File: config.mk
export PLATFORM = sky130hd
export DESIGN_NAME = gpio_link_rx
export DESIGN_NICKNAME = d
export VERILOG_FILES = /design/src/rtl/gpio_link_rx.sv
export SDC_FILE = /design/constraint.sdc
export NUM_CORES = 1
export LEC_CHECK = 0
export CAP_MARGIN = 15
export CORE_MARGIN = 2
export CORE_UTILIZATION = 50
export DETAILED_ROUTE_END_ITERATION = 16
export GPL_TIMING_DRIVEN = 1
export PLACE_DENSITY = 0.69
export SYNTH_ARGS = -nofsm -noshare
export SYNTH_HDL_FRONTEND = slang
export SYNTH_SLANG_ARGS = --single-unit
File: constraint.sdc
create_clock -name clk -period 2.25 [get_ports clk]
set_clock_uncertainty 0.2 [all_clocks]
set_input_delay 0.45 -clock clk [delete_from_list [all_inputs] [get_ports clk]]
set_output_delay 0.45 -clock clk [all_outputs]
set_load 0.03 [all_outputs]
File: src/rtl/gpio_link_rx.sv
// -----------------------------------------------------------------------------
// gpio_link_rx
//
// Receive end of the inter-board GPIO mouse-button link. The peer board drives
// two raw button lines (left, right) that are asynchronous to clk. Each line is
// synchronized, glitch-filtered and presented as a clean level plus one-cycle
// press/release pulses. A registered AND of both clean levels is also provided.
//
// Parameters:
//   SYNC_STAGES   - depth of each input synchronizer chain (>= 2)
//   FILTER_CYCLES - consecutive synchronized cycles a new value must hold
//                   before the clean level follows it (>= 1)
//   CNT_W         - stability counter width, 2**CNT_W >= FILTER_CYCLES
//
// Ports:
//   clk           - system clock (clk_40 domain)
//   rst           - asynchronous, active-high reset
//   gpio_left     - raw left-button line, asynchronous to clk
//   gpio_right    - raw right-button line, asynchronous to clk
//   m_left        - filtered left-button level
//   m_right       - filtered right-button level
//   left_press    - one-cycle pulse when m_left rises
//   left_release  - one-cycle pulse when m_left falls
//   right_press   - one-cycle pulse when m_right rises
//   right_release - one-cycle pulse when m_right falls
//   both_active   - m_left & m_right, registered (one cycle behind the levels)
//
// Latency: a pin change reaches the clean level on the
// (SYNC_STAGES + FILTER_CYCLES)-th rising edge after the change, counting the
// first edge that samples the new pin value as edge 1.
// -----------------------------------------------------------------------------
module gpio_link_rx #(
    parameter int unsigned SYNC_STAGES   = 2,
    parameter int unsigned FILTER_CYCLES = 4000,
    parameter int unsigned CNT_W         = 12
) (
    input  logic clk,
    input  logic rst,
    input  logic gpio_left,
    input  logic gpio_right,
    output logic m_left,
    output logic m_right,
    output logic left_press,
    output logic left_release,
    output logic right_press,
    output logic right_release,
    output logic both_active
);

    // Line 0 is left, line 1 is right; both lines use identical logic.
    localparam int NumLines = 2;

    // Terminal count: the filter accepts a change on the cycle that would take
    // the counter past this value, so the counter never exceeds it.
    localparam logic [CNT_W-1:0] CntLast = CNT_W'(FILTER_CYCLES - 1);

    typedef enum logic {
        StLow  = 1'b0,
        StHigh = 1'b1
    } line_state_e;

    // -------------------------------------------------------------------------
    // Input synchronizers
    // -------------------------------------------------------------------------
    logic [NumLines-1:0]    pin_raw;
    logic [SYNC_STAGES-1:0] sync_q [NumLines];
    logic [SYNC_STAGES-1:0] sync_d [NumLines];
    logic [NumLines-1:0]    sync_s;

    assign pin_raw = {gpio_right, gpio_left};

    // Shift the raw pin into bit 0; the synchronized value is the top stage.
    // The raw pin reaches nothing else in the design.
    always_comb begin
        sync_s = '0;
        for (int i = 0; i < NumLines; i++) begin
            sync_d[i] = {sync_q[i][SYNC_STAGES-2:0], pin_raw[i]};
            sync_s[i] = sync_q[i][SYNC_STAGES-1];
        end
    end

    always_ff @(posedge clk or posedge rst) begin
        if (rst) begin
            for (int i = 0; i < NumLines; i++) begin
                sync_q[i] <= '0;
            end
        end else begin
            for (int i = 0; i < NumLines; i++) begin
                sync_q[i] <= sync_d[i];
            end
        end
    end

    // -------------------------------------------------------------------------
    // Per-line glitch filter FSM with registered outputs
    // -------------------------------------------------------------------------
    // In each state the counter tracks how many consecutive cycles the
    // synchronized value has disagreed with the current clean level. Any
    // agreeing cycle restarts the count, so only a run of FILTER_CYCLES
    // disagreeing cycles flips the level. Press and release are driven from
    // mutually exclusive branches, so they can never coincide on one line.
    line_state_e         state_q [NumLines];
    logic [CNT_W-1:0]    cnt_q   [NumLines];
    logic [NumLines-1:0] level_q;
    logic [NumLines-1:0] press_q;
    logic [NumLines-1:0] release_q;
    logic                both_q;

    always_ff @(posedge clk or posedge rst) begin
        if (rst) begin
            for (int i = 0; i < NumLines; i++) begin
                state_q[i] <= StLow;
                cnt_q[i]   <= '0;
            end
            level_q   <= '0;
            press_q   <= '0;
            release_q <= '0;
            both_q    <= 1'b0;
        end else begin
            // Sampled from the registered levels, hence one cycle behind them.
            both_q <= level_q[0] & level_q[1];

            for (int i = 0; i < NumLines; i++) begin
                press_q[i]   <= 1'b0;
                release_q[i] <= 1'b0;

                unique case (state_q[i])
                    StLow: begin
                        if (sync_s[i]) begin
                            if (cnt_q[i] == CntLast) begin
                                state_q[i] <= StHigh;
                                level_q[i] <= 1'b1;
                                press_q[i] <= 1'b1;
                                cnt_q[i]   <= '0;
                            end else begin
                                cnt_q[i] <= cnt_q[i] + CNT_W'(1);
                            end
                        end else begin
                            cnt_q[i] <= '0;
                        end
                    end

                    StHigh: begin
                        if (!sync_s[i]) begin
                            if (cnt_q[i] == CntLast) begin
                                state_q[i]   <= StLow;
                                level_q[i]   <= 1'b0;
                                release_q[i] <= 1'b1;
                                cnt_q[i]     <= '0;
                            end else begin
                                cnt_q[i] <= cnt_q[i] + CNT_W'(1);
                            end
                        end else begin
                            cnt_q[i] <= '0;
                        end
                    end
                endcase
            end
        end
    end

    // -------------------------------------------------------------------------
    // Outputs
    // -------------------------------------------------------------------------
    assign m_left        = level_q[0];
    assign m_right       = level_q[1];
    assign left_press    = press_q[0];
    assign left_release  = release_q[0];
    assign right_press   = press_q[1];
    assign right_release = release_q[1];
    assign both_active   = both_q;

endmodule
# After elaboration in Yosys (flattened, before gate mapping)

Cells that the tools add are included.
W data, S select, Z words.

Memories: 0
Bits of input ports: 4
Bits in registers: 37
RAM bits: 0
Latch bits: 0
Word-level logic and storage cells: 62
Bits in read-only memories: 0

Muxes and demuxes: 34
Bitwise operators: 3
Magnitude comparators: 0
Div/mod/pow operators: 0
Reduce and logical (&&, ||, !) cells: 2
Add/subtract/negate cells: 2
Shift operators: 0
Multipliers: 0
Equal/unequal tests: 10

Operators with widths:

| cell                    | count |
|---|---|
| $mux W12                | 6 |
| $pmux W12 S2            | 2 |
| $add A12 B1 Y12 const B | 2 |
| $eq A12 B12 Y1 const B  | 2 |
| $mux W1                 | 22 |
| $ne A2 B2 Y1 const B    | 6 |
| $pmux W1 S2             | 4 |
| $reduce_and A4 Y1       | 2 |
| $ne A2 B1 Y1 const B    | 2 |
| $not A1 Y1              | 2 |
| $and A1 B1 Y1           | 1 |

# Longest topological paths before layout

Depth after elaboration: 4
Mapped depth: 4
Mapped depth without buffers: 4

# Least setup slack after synthesis

Ideal clock, no wire load.

Path type: flip-flop to flip-flop
Start point: register cnt_q[6] in the netlist's numbering
End point: register cnt_q[1] in the netlist's numbering
Slack: 500 ps
Stages on the path, launching flop included: 4
Arrival: 1,430 ps
Library setup time: 120 ps
Clock period less this slack: 1,750 ps
Cell sequence: dfrtp_1 > or3b_1 > or3_1 > and3_1

Cells in the longest elaborated chain, start to end: 4
Elaborated cells on any way between the ends: 5

RTL lines:

| what                            | line     | text |
|---|---|---|
| start, declared                 | 103      | `logic [CNT_W-1:0] cnt_q [NumLines];` |
| start signal, assigned by index | 136      | `cnt_q[i] <= cnt_q[i] + CNT_W'(1);` |
| start signal, assigned by index | 151      | `cnt_q[i] <= cnt_q[i] + CNT_W'(1);` |
| $eq A12 B12 Y1 (*)              | 130, 145 |  |
| $mux W12 (*)                    | 130, 145 |  |
| $mux W12 (on tied branches)     | 144, 129 |  |
| $pmux W12 S2 (*)                | 127      | `unique case (state_q[i])` |

Mark *: on every way between the ends. The rest lies on a longest branch, timed or not.
A chain may end at the register's enable or synchronous reset.

# Worst setup path in the final report

Start point: register level_q[0]
End point: output port m_left

RTL lines:

| what                            | line | text |
|---|---|---|
| start, declared                 | 104  | `logic [NumLines-1:0] level_q;` |
| start signal, assigned          | 115  | `level_q <= '0;` |
| start signal, assigned by index | 132  | `level_q[i] <= 1'b1;` |
| start signal, assigned by index | 147  | `level_q[i] <= 1'b0;` |
| end, declared                   | 41   | `output logic m_left,` |

No word-level cell between the ends.

==> impl_metrics.json <==
{
  "status": "completed",
  "worst_pin_slew_ps": 445,
  "worstSetupPathType": "register to output port",
  "grt_max_degree": 38,
  "synth_xor_area_share_pct": 5.28,
  "p_seq_share_pct": 63.9,
  "reg2regPathDepth": 4,
  "rrSetupSlack_ps": 360,
  "ys_ff_latch": 37,
  "final_core_util_pct": 60.8,
  "synthSimpleGateAreaFrac_pct": 21.1,
  "fin_crit_sh_pct": 93.6,
  "place.gp.congestion": 0.748,
  "min_period_ps": 2110,
  "drive_above_1_share_pct": 10.0,
  "max_clock_freq_ghz": 0.475,
  "critPathBufInv": 1,
  "rsz0062_at_grt": "false",
  "drt_pass1_iterations": 4,
  "synth_compound_area_share_pct": 14.0,
  "placement.io_buffers": 10,
  "fin_area_um2": 1890,
  "hp-class": "register to register",
  "ctsHoldBuffers": 0,
  "io_pins": 11,
  "post-route-drc-count": 0,
  "initial_core_util_pct": 53.4,
  "p_clk_share_pct": 31.4,
  "synth_nets": 156,
  "cts_max_level": 2,
  "grt_pass1_vias": 1200,
  "syn_area_um2": 1660,
  "yosysSeqAreaShare_pct": 55.8,
  "worstPathCellList": "clkdlybuf4s50_1",
  "worstPathMaxFanout": 4,
  "critPathTopFamily": "buffers and inverters",
  "synthAdderAreaFrac_pct": 1.51,
  "worstPathRequired_ps": 1600,
  "core_area_um2": 3100,
  "final_common_cell": "dfrtp_1",
  "yosysTopAreaCellShare_pct": 55.8,
  "syn_to_final_growth_pct": 13.7,
  "die_h_um": 61.6,
  "endpoint": "m_left",
  "synth_edf_count": 0,
  "dpl_cell_area_um2": 1830,
  "met2_length_um": 1390,
  "power_switching_mw": 0.267,
  "combPwrFrac_pct": 4.7,
  "drtIter0Drc": 37,
  "synth_area_leader_cell": "dfrtp_1",
  "slew_headroom_pct": 70.3,
  "tritoncts": "built",
  "mostFrequentLayoutCells": "37 x dfrtp_1, 14 x a21oi_1, 10 x nand3_1, 10 x clkdlybuf4s50_1",
  "maxCapViolCount": 0,
  "routedWlPerCell_um": 14.1,
  "topRoutingLayerUsed": "met4",
  "drt_wl_total_um": 3010,
  "clkTransAtPathRegs_ps": 130,
  "antenna_found_initial": 0,
  "grt_overflow_total": 0,
  "critPathArrivalTime_ps": 1460,
  "synth.area.mux_share_pct": 0.604,
  "syn_inst": 150,
  "setup_violations": 0,
  "reg2reg_from": "cnt_q[0]",
  "dp_hpwl_um": 2100,
  "rows": 20,
  "cpPeakStageDelay_ps": 690,
  "swShare_pct": 24.7,
  "synthFlopType": "dfrtp_1",
  "crit_cells": 1,
  "clk-insertion-delay-late_ps": 350,
  "post_cts_buffers": 0,
  "holdCritStartpoint": "sync_d[1]",
  "ctsResizeCount": 0,
  "drt-met1-wl_um": 1450,
  "tns_ps": 0,
  "num_antenna_cells": 0,
  "p_leak_nw": 0.788,
  "critPathLaunch": "level_q[0]",
  "slowest_stage": "clkdlybuf4s50_1",
  "ant_nets": 0,
  "synthArstFlopShare_pct": 100,
  "synthTopCellsByArea": "dfrtp_1 56%, a21oi_1 4.2%, xor2_1 3.2%, nand3_1 3.0%, or3_1 3.0%",
  "total_power_mw": 1.08,
  "synth_cell_types": 32,
  "hold_viol": 0,
  "cts.path.max_buffers": 2,
  "vias": 1229,
  "grt_pass1_wl_um": 5420,
  "cp-end-kind": "output port",
  "r2r-end": "cnt_q[10]",
  "dieArea_um2": 3790,
  "clock-sinks": 37,
  "route.met3.wl_um": 126,
  "die_w_um": 61.6,
  "layout.nets": 175,
  "numCtsBuffers": 5,
  "peakVddDrop_v": 0.000412,
  "intPower_mw": 0.815,
  "drv_slew": 0,
  "root_buffer": "clkbuf_4",
  "synth_warnings": 0,
  "crit_path_start_kind": "register",
  "synth_top_family_by_area": "simple AND/OR/NAND/NOR gates",
  "powerDensity_nw_per_um2": 574,
  "synth.avg_cell_area_um2": 11.1,
  "gr-usage-all-layers_pct": 20.1,
  "viasPerCell": 5.74
}
## area by class of cell
class	count	area, µm²
Fill cell	284	1220
Sequential cell	37	926
Multi-Input combinational cell	106	704
Timing Repair Buffer	13	123
Tap cell	44	55.1
Clock buffer	5	37.5
Inverter	6	22.5
Clock inverter	3	17.5
## sequential cells by signal (all words and copies together) (netlist names), named ones only
register	count
release_q	2
sync_q	2
both_active	1
cnt_q	24
level_q	2
sync_d	2
press_q	2
## logic make-up after synthesis
| group | Yosys count |
|---|---|
| buffers and inverters | 7 |
| adders and majority gates | 2 |
| and+or+nand+nor | 57 |
| muxes | 1 |
| DFF | 37 |
| xor gates and xnor gates | 10 |
| AOI/OAI and AO/OA | 36 |
## worst register-to-register path: stages, from the launching register on
cell and delay [ps]:
dfrtp_1 410, ha_1 250, nand4_2 230, or4_1 570, a21oi_1 170
## metrics by stage
| step | std cells | hold slack (ps) | setup slack [ps] |
|---|---|---|---|
| 4_1_cts | 214 | 162 | 122 |
| 5_1_grt | 214 | 179 | 63.5 |
| 3_3_place_gp | 206 | 133 | 444 |
| 3_5_place_dp | 206 | 137 | 383 |
| 2_1_floorplan | 150 | 131 | 500 |
| 6_report | 214 | 158 | 144 |
## Yosys cell counts, types with 2 or more instances
cell type  number
nand3_1        10
or3_1           8
nand4_1         3
inv_1           6
ha_1            2
xnor2_1         4
dfrtp_1        37
and3_1          3
nor3_1          3
o41ai_1         3
xor2_1          6
nor2_1          8
a21oi_1        14
or4_1           5
nand2_1         6
nand4_2         2
o31ai_2         2
nand4bb_1       2
o21ai_0         8
o31ai_1         6
## power groups by stage
stage               clock, mW  sequential, mW  combinational, mW
floorplan                   0           0.699             0.0345
CTS                     0.351           0.691             0.0527
global placement            0           0.703             0.0503
global route            0.379           0.694             0.0579
finish                  0.340           0.691             0.0511
detailed placement          0           0.704             0.0522
## metal layers
layer	vias to the layer above	global-route usage, %
met5	-	0
met4	0	7.29
met3	5	7.14
met2	20	30.4
met1	600	26.8
li1	604	-
## worst min path at each step
stage	end	cells past startpoint	slack, ps
final	sync_q[1]	0	160
after global routing	sync_q[3]	0	180
after CTS	sync_q[1]	0	160
after detailed placement	sync_q[1]	0	140
after global placement	sync_q[1]	0	130
after floorplan	sync_q[1]	0	130
No activity file was read; power rests on OpenSTA's default activity.
